--- config.mk ---
export PLATFORM = sky130hd
export DESIGN_NAME = muldiv_unit
export DESIGN_NICKNAME = d
export VERILOG_FILES = /design/src/rtl/muldiv_unit.sv
export SDC_FILE = /design/constraint.sdc
export NUM_CORES = 1
export LEC_CHECK = 0
export BUFFER_PORTS_ARGS = -buffer_cell sky130_fd_sc_hd__buf_4
export CAP_MARGIN = 15
export CORE_MARGIN = 1
export CORE_UTILIZATION = 30
export DETAILED_ROUTE_END_ITERATION = 8
export GPL_TIMING_DRIVEN = 0
export PLACE_DENSITY = 0.49
export SKIP_LAST_GASP = 1
export SYNTH_ARGS = -nofsm -noshare
export SYNTH_HDL_FRONTEND = slang
export SYNTH_SLANG_ARGS = --single-unit
--- constraint.sdc ---
create_clock -name clk -period 6.7 [get_ports clk]
set_input_delay 0.335 -clock clk [delete_from_list [all_inputs] [get_ports clk]]
set_output_delay 0.335 -clock clk [all_outputs]
set_load 0.05 [all_outputs]
--- src/rtl/muldiv_unit.sv ---
// Iterative RV32M multiply/divide unit: one radix-2 step per cycle.
// Divide-by-zero and signed overflow finish through a one-step fast path.
module muldiv_unit #(
    parameter int unsigned WIDTH = 32
) (
    input  logic             clk,
    input  logic             rst_n,
    input  logic             start,
    input  logic [2:0]       funct3,
    input  logic [WIDTH-1:0] op_a,
    input  logic [WIDTH-1:0] op_b,
    output logic             busy,
    output logic             done,
    output logic [WIDTH-1:0] result
);

    localparam int unsigned CW = $clog2(WIDTH);
    localparam logic [WIDTH-1:0] MinNeg = {1'b1, {(WIDTH-1){1'b0}}};

    typedef enum logic [1:0] {StIdle, StCalc, StDone} state_e;

    state_e             state_q, state_d;
    logic [CW-1:0]      count_q, count_d;
    logic [2:0]         f3_q, f3_d;
    logic               fast_q, fast_d;
    logic               neg_q, neg_d;
    logic               sign_a_q, sign_a_d;
    logic [WIDTH-1:0]   mag_a_q, mag_a_d;
    logic [WIDTH-1:0]   mag_b_q, mag_b_d;
    logic [2*WIDTH-1:0] acc_q, acc_d;
    logic [WIDTH-1:0]   result_q, result_d;
    logic               busy_q, busy_d;
    logic               done_q, done_d;

    // Operand decode for the request currently on the inputs.
    logic             is_div, a_signed, b_signed, sign_a, sign_b;
    logic [WIDTH-1:0] mag_a, mag_b, fast_res;
    logic             div_zero, div_ovf;

    always_comb begin
        is_div   = funct3[2];
        a_signed = is_div ? ~funct3[0] : (funct3[1:0] != 2'b11);
        b_signed = is_div ? ~funct3[0] : ~funct3[1];
        sign_a   = a_signed & op_a[WIDTH-1];
        sign_b   = b_signed & op_b[WIDTH-1];
        mag_a    = sign_a ? -op_a : op_a;
        mag_b    = sign_b ? -op_b : op_b;
        div_zero = is_div && (op_b == '0);
        div_ovf  = is_div && a_signed && (op_a == MinNeg) && (op_b == '1);
        // funct3[1] distinguishes REM/REMU from DIV/DIVU
        if (div_zero) begin
            fast_res = funct3[1] ? op_a : '1;
        end else begin
            fast_res = funct3[1] ? '0 : MinNeg;
        end
    end

    // Single iteration step and final sign correction.
    logic [WIDTH:0]     mul_sum, rem_sh;
    logic [WIDTH-1:0]   div_diff, quo, rem, res_fin;
    logic               div_ge;
    logic [2*WIDTH-1:0] step_acc, prod_fin;

    always_comb begin
        mul_sum  = {1'b0, acc_q[2*WIDTH-1:WIDTH]} + (acc_q[0] ? {1'b0, mag_a_q} : '0);
        rem_sh   = {acc_q[2*WIDTH-1:WIDTH], acc_q[WIDTH-1]};
        div_ge   = rem_sh >= {1'b0, mag_b_q};
        // True difference always fits WIDTH bits because the remainder stays below the divisor
        div_diff = rem_sh[WIDTH-1:0] - mag_b_q;
        if (f3_q[2]) begin
            if (div_ge) begin
                step_acc = {div_diff, acc_q[WIDTH-2:0], 1'b1};
            end else begin
                step_acc = {rem_sh[WIDTH-1:0], acc_q[WIDTH-2:0], 1'b0};
            end
        end else begin
            step_acc = {mul_sum, acc_q[WIDTH-1:1]};
        end
        prod_fin = neg_q ? -step_acc : step_acc;
        quo      = step_acc[WIDTH-1:0];
        rem      = step_acc[2*WIDTH-1:WIDTH];
        unique case (f3_q)
            3'b000:                res_fin = prod_fin[WIDTH-1:0];
            3'b001, 3'b010, 3'b011: res_fin = prod_fin[2*WIDTH-1:WIDTH];
            3'b100, 3'b101:        res_fin = neg_q ? -quo : quo;
            default:               res_fin = sign_a_q ? -rem : rem;
        endcase
    end

    always_comb begin
        state_d  = state_q;
        count_d  = count_q;
        f3_d     = f3_q;
        fast_d   = fast_q;
        neg_d    = neg_q;
        sign_a_d = sign_a_q;
        mag_a_d  = mag_a_q;
        mag_b_d  = mag_b_q;
        acc_d    = acc_q;
        result_d = result_q;
        busy_d   = busy_q;
        done_d   = done_q;
        unique case (state_q)
            StIdle: begin
                if (start) begin
                    f3_d     = funct3;
                    fast_d   = div_zero | div_ovf;
                    neg_d    = sign_a ^ sign_b;
                    sign_a_d = sign_a;
                    mag_a_d  = mag_a;
                    mag_b_d  = mag_b;
                    count_d  = '0;
                    // Multiplier or dividend sits in the low half and shifts out as the step runs
                    if (div_zero | div_ovf) begin
                        acc_d = {{WIDTH{1'b0}}, fast_res};
                    end else begin
                        acc_d = {{WIDTH{1'b0}}, is_div ? mag_a : mag_b};
                    end
                    state_d = StCalc;
                    busy_d  = 1'b1;
                end
            end
            StCalc: begin
                if (fast_q) begin
                    result_d = acc_q[WIDTH-1:0];
                    state_d  = StDone;
                    done_d   = 1'b1;
                end else begin
                    acc_d   = step_acc;
                    count_d = count_q + CW'(1);
                    if (count_q == CW'(WIDTH - 1)) begin
                        result_d = res_fin;
                        state_d  = StDone;
                        done_d   = 1'b1;
                    end
                end
            end
            StDone: begin
                state_d = StIdle;
                done_d  = 1'b0;
                busy_d  = 1'b0;
            end
            default: begin
                state_d = StIdle;
                done_d  = 1'b0;
                busy_d  = 1'b0;
            end
        endcase
    end

    always_ff @(posedge clk or negedge rst_n) begin
        if (!rst_n) begin
            state_q  <= StIdle;
            count_q  <= '0;
            f3_q     <= '0;
            fast_q   <= 1'b0;
            neg_q    <= 1'b0;
            sign_a_q <= 1'b0;
            mag_a_q  <= '0;
            mag_b_q  <= '0;
            acc_q    <= '0;
            result_q <= '0;
            busy_q   <= 1'b0;
            done_q   <= 1'b0;
        end else begin
            state_q  <= state_d;
            count_q  <= count_d;
            f3_q     <= f3_d;
            fast_q   <= fast_d;
            neg_q    <= neg_d;
            sign_a_q <= sign_a_d;
            mag_a_q  <= mag_a_d;
            mag_b_q  <= mag_b_d;
            acc_q    <= acc_d;
            result_q <= result_d;
            busy_q   <= busy_d;
            done_q   <= done_d;
        end
    end

    assign busy   = busy_q;
    assign done   = done_q;
    assign result = result_q;

endmodule

Word level (Yosys, flattened, before mapping)

Index checks and enable logic that the tools add are counted.

Register bits: 175
Latch bits: 0
Memory bits (writable): 0
ROM bits: 0
Input bits: 70
Word-level logic and storage cells: 92
Memories kept: 0

Divide/modulo/power cells: 0
Equality and inequality tests: 13
Bitwise operators: 8
Multipliers: 0
Multiplexer cells: 33
$lt $le $gt $ge: 1
Shift operators: 0
Add/subtract/negate cells: 8
Reductions and logical operators: 17

Operator list:

| cell                   | count |
|---|---|
| $mux W32               | 12 |
| $mux W64               | 5 |
| $neg A32 Y32           | 4 |
| $pmux W64 S2           | 1 |
| $pmux W32 S3           | 1 |
| $eq A32 B32 Y1 const B | 2 |
| $neg A64 Y64           | 1 |
| $add A32 B32 Y33       | 1 |
| $ge A33 B32 Y1         | 1 |
| $logic_not A32 Y1      | 1 |
| $sub A32 B32 Y32       | 1 |
| $mux W5                | 2 |
| $pmux W5 S2            | 1 |
| $reduce_and A2 Y1      | 5 |
| $eq A3 B2 Y1 const B   | 2 |
| $eq A3 B3 Y1 const B   | 2 |
| $mux W2                | 3 |
| $ne A2 B2 Y1 const B   | 3 |
| $add A5 B1 Y5 const B  | 1 |
| $eq A5 B5 Y1 const B   | 1 |
| $mux W1                | 5 |
| $logic_and A1 B1 Y1    | 4 |
| $not A1 Y1             | 4 |
| $pmux W1 S2            | 2 |
| 13 further kinds       | 15 |

Logic depth before layout (Yosys ltp)

Depth in word-level cells: 9
Depth in mapped cells: 24
Gate-level depth less buffers: 23

Worst setup path after synthesis

No wires, ideal clock.

Path kind: reg-to-reg
Start: register acc_q[61]
End: register result_q[12], in the netlist result[12]
Clock period less this slack: 5.125 ns
Arrival: 4.995 ns
Setup slack: 1.575 ns
Cell stages (with the launch flop): 23
Cell sequence: dfrtp_1 > ha_1 > a21o_1 > a211o_1 > a221oi_2 > o41a_2 > a31oi_4 > or2_2 > inv_1 > ha_1 > nor3b_1 > o221ai_1 > or3_1 > or4b_1 > nor3_1 > nand3_1 > nor3b_1 > nand3b_1 > o31ai_1 > xor2_1 > o22ai_1 > a21oi_1 > o21ai_1

Word-level cells in the longest chain between the ends: 8
Elaborated cells between the ends (all ways): 12

Ends and longest elaborated chain:

| item                                 | RTL line | source |
|---|---|---|
| start: declaration                   | 30       | `logic [2*WIDTH-1:0] acc_q, acc_d;` |
| start signal: assignment             | 161      | `acc_q <= '0;` |
| start signal: assignment             | 174      | `acc_q <= acc_d;` |
| $ge A33 B32 Y1 (*)                   | 67       | `div_ge = rem_sh >= {1'b0, mag_b_q};` |
| $mux W64 (*)                         | 71       | `if (div_ge) begin` |
| $mux W64 (*)                         | 70       | `if (f3_q[2]) begin` |
| $neg A64 Y64 (tied with other cells) | 79       | `prod_fin = neg_q ? -step_acc : step_acc;` |
| $mux W64 (tied with other cells)     | 79       |  |
| $pmux W32 S3 (*)                     | 82       | `unique case (f3_q)` |
| $mux W32 (*)                         | 131      | `if (count_q == CW'(WIDTH - 1)) begin` |
| $mux W32 (*)                         | 124      | `if (fast_q) begin` |
| end signal: assignment               | 175      | `result_q <= result_d;` |
| end: declaration                     | 31       | `logic [WIDTH-1:0] result_q, result_d;` |

Mark *: on every way between the ends. The rest lies on a longest branch, timed or not. The select of a mux whose other input is x is not followed.
A chain may end at the register's enable or synchronous reset.

Final worst setup path

Start: register f3_q[2]
End: register result_q[12], in the netlist result[12]

Word-level cells in the longest chain between the ends: 6
Elaborated cells between the ends (all ways): 18

Ends and longest elaborated chain:

| item                                 | RTL line | source |
|---|---|---|
| start: declaration                   | 24       | `logic [2:0] f3_q, f3_d;` |
| start signal: assignment             | 155      | `f3_q <= '0;` |
| start signal: assignment             | 168      | `f3_q <= f3_d;` |
| $mux W64                             | 70       |  |
| $neg A64 Y64 (tied with other cells) | 79       |  |
| $mux W64 (tied with other cells)     | 79       |  |
| $pmux W32 S3 (*)                     | 82       |  |
| $mux W32 (*)                         | 131      |  |
| $mux W32 (*)                         | 124      |  |

Marked as above.

==> flow_metrics.py <==
metrics = {
    "run_status": {
        "status": "completed",
    },
    "sta": {
        "setup_ws_ns": 0.270,
        "finClkSkew_ns": 0.0109,
        "slew_violations": 0,
        "period_share_pct": 96.0,
        "slew_headroom_pct": 18.7,
        "timing.final.crit_period_ns": 6.43,
        "worst_pin_slew_ns": 1.21,
        "hold_viol_final": 0,
        "setup_viol": 0,
        "max_freq_mhz": 156,
    },
    "place": {
        "dpl.hpwl_mm": 69.6,
        "place_congestion": 0.978,
        "dpl_cell_area_mm2": 0.0192,
        "pre_cts_ws_ns": -0.201,
        "portBuffers": 102,
        "dp_cells": 3152,
    },
    "yosys": {
        "async_flop_share_pct": 100,
        "synth-edff-count": 0,
        "synth_nets": 2427,
        "synth_top_family_by_area": "compound AO/OA/AOI/OAI gates",
        "yosys.area_share.simple_pct": 22.0,
        "synth-seq-cells": 175,
        "synth_ff_type": "dfrtp_1",
        "yosys.area_share.xor_xnor_pct": 8.97,
        "yosysSeqAreaShare_pct": 25.1,
        "yosys-mux-area-fraction_pct": 4.88,
        "synth_fa_ha_area_share_pct": 5.31,
        "syn_area_mm2": 0.0175,
        "syn_avg_cell_area_um2": 7.65,
        "synth_cell_types": 103,
        "ys.warnings.count": 0,
        "netlist_instances": 2284,
        "synth_compound_area_share_pct": 28.2,
    },
    "clock_network": {
        "numCtsBuffers": 17,
        "root_buffer": "clkbuf_16",
        "cts.reportedPaths.clkPinSlew_ns": 0.07,
        "clock_sinks": 175,
        "cts_max_level": 4,
        "clkLatencyLatePin_ns": 0.49,
        "clockBufferDepth": 2,
        "tritoncts": "built",
    },
    "worst_setup_path": {
        "endpoint_kind": "register",
        "required_ns": 7.05,
        "worst-path-max-fanout": 10,
        "critPathKind": "reg -> reg",
        "start_kind": "register",
        "cp.arrival_ns": 6.78,
    },
    "die": {
        "fp-row-count": 88,
        "core_region_area_mm2": 0.0576,
        "die_height_um": 243,
        "dieWidth_um": 243,
        "dieArea_mm2": 0.0592,
        "pin_count": 104,
        "start_util_pct": 30.4,
    },
    "global_routing": {
        "grt_pass1_vias": 18000,
        "grt_pass1_wl_mm": 123,
        "antenna_found_initial": 1,
        "grt_max_degree": 89,
        "gr-total-overflow": 0,
        "track_usage_pct": 28.3,
    },
    "worst_hold_path": {
        "hold_class": "in -> reg",
    },
    "final_layout": {
        "fin_cells": 3186,
        "fin_area_mm2": 0.0199,
        "fin_util_pct": 34.6,
        "diodes": 0,
        "drive_gt1_share_pct": 11.7,
        "final_nets": 2552,
        "syn_to_final_growth_pct": 14.1,
    },
    "job": {
        "drv_cap": 0,
    },
    "routing": {
        "drt-total-wl_mm": 84.5,
        "via_per_inst": 5.91,
        "vias": 18800,
        "antenna_left": 0,
        "dr.pass1.iters": 5,
        "drt_drc_violations_left": 0,
        "wire_per_inst_um": 26.5,
        "drt_iter0_markers": 1916,
    },
}
==> cells in the final DEF (no fill, tap or decap), types with 17 or more instances in the layout <==
cell type,count
a21o_1,22
nor3_1,53
clkbuf_16,17
o21a_1,19
dfrtp_1,175
nor2_1,135
o21ai_0,289
o221ai_1,20
ha_1,71
buf_4,119
o31ai_1,34
xor2_1,75
a31oi_1,27
a22o_1,25
nand3_1,35
nor4_1,20
mux2_2,34
a21oi_1,153
buf_2,23
nand4_1,37
xnor2_1,104
o311ai_0,18
inv_1,77
clkbuf_1,97
mux2i_1,47
or3_1,34
and2_1,43
nand2_1,308
==> per-layer routing <==
| layer | GRT usage [%] | share of wire [%] | vias up |
|---|---|---|---|
| met2 | 43.7 | 44 | 877 |
| li1 | - | - | 8611 |
| met3 | 4.26 | 6.9 | 190 |
| met4 | 14.0 | 5.3 | 2 |
| met1 | 38.4 | 44 | 9137 |
| met5 | 0 | 0.015 | - |
==> sequential cells by signal, summed over array words and instances, names as in the netlist <==
register / flops
result: 32
count_q: 5
f3_q: 3
state_q: 2
mag_a_q: 32
acc_q: 64
mag_b_q: 32
sign_a_q: 1
done: 1
neg_q: 1
busy: 1
fast_q: 1
==> cell type report <==
| cell class | instances | area [µm²] |
|---|---|---|
| Buffer | 145 | 678 |
| Clock buffer | 18 | 429 |
| Clock inverter | 13 | 205 |
| Fill cell | 6164 | 37600 |
| Inverter | 80 | 300 |
| Multi-Input combinational cell | 1884 | 12200 |
| Sequential cell | 175 | 4380 |
| Tap cell | 765 | 957 |
| Timing Repair Buffer | 106 | 838 |
==> repair_timing <==
item                       CTS  global route
gates resized for setup      2             4
setup buffers                0             2
setup endpoints to repair    1            12
hold endpoints to repair    87             0
hold buffers                 1             0
==> cells by family after synthesis <==
family,Yosys count
AO/OA/AOI/OAI,768
XOR/XNOR,179
adder cells (fa/ha/maj),73
buffers and inverters,225
flip-flops,175
multiplexers,81
AND/OR/NAND/NOR,783
==> final timing paths <==
| kind | start | to | slack (ns) | cells after the start |
|---|---|---|---|---|
| setup / recovery | f3_q[2] | result[12] | 0.27 | 24 |
| hold / removal | funct3[0] | f3_q[0] | 0.14 | 3 |
| setup reg to reg | f3_q[2] | result[12] | 0.27 | 24 |
| hold reg to reg | mag_a_q[24] | mag_a_q[24] | 0.48 | 2 |
| max in group asynchronous | rst_n | mag_a_q[10] | 5.38 | 3 |
| min in group asynchronous | rst_n | result[19] | 0.40 | 2 |
==> per-stage QoR <==
stage | setup TNS (ns) | hold slack (ns)
final | 0 | 0.136
after global routing | -0.0163 | 0.151
after CTS | 0 | 0.113
after detailed placement | -0.201 | 0.376
after global placement | -0.0902 | 0.456
after floorplan | 0 | 0.0394
==> synth_stat cells, drive strengths merged, types with 44 or more instances <==
cell type	number	share of area (%)
dfrtp	175	25
buf	46	1.7
a21oi	156	4.5
o21ai	302	8.7
mux2i	47	2.7
and2	44	1.6
nor3	60	1.9
nor2	136	3.0
ha	71	5.1
clkbuf	97	2.1
xnor2	104	5.2
inv	79	1.7
xor2	75	3.8
nand2	309	6.6
==> critical path, stage by stage, from the launching register on <==
cell	delay (ns)
dfrtp_1	0.32
buf_2	0.21
buf_2	0.28
clkbuf_4	0.30
clkbuf_4	0.30
buf_2	0.29
buf_2	0.33
buf_4	0.31
nor2b_1	0.09
or2_2	0.34
inv_1	0.08
ha_1	0.18
nor3b_1	0.27
o221ai_1	0.23
or3_1	0.41
or4b_1	0.57
nor3_2	0.22
nand3_1	0.18
nor3b_2	0.29
nand3b_1	0.22
o31ai_1	0.30
xor2_1	0.18
o22ai_1	0.09
a21oi_1	0.23
o21ai_1	0.08
Power is not shown: default switching activity piles up to over one toggle a cycle in this logic, so the estimate is an artifact.
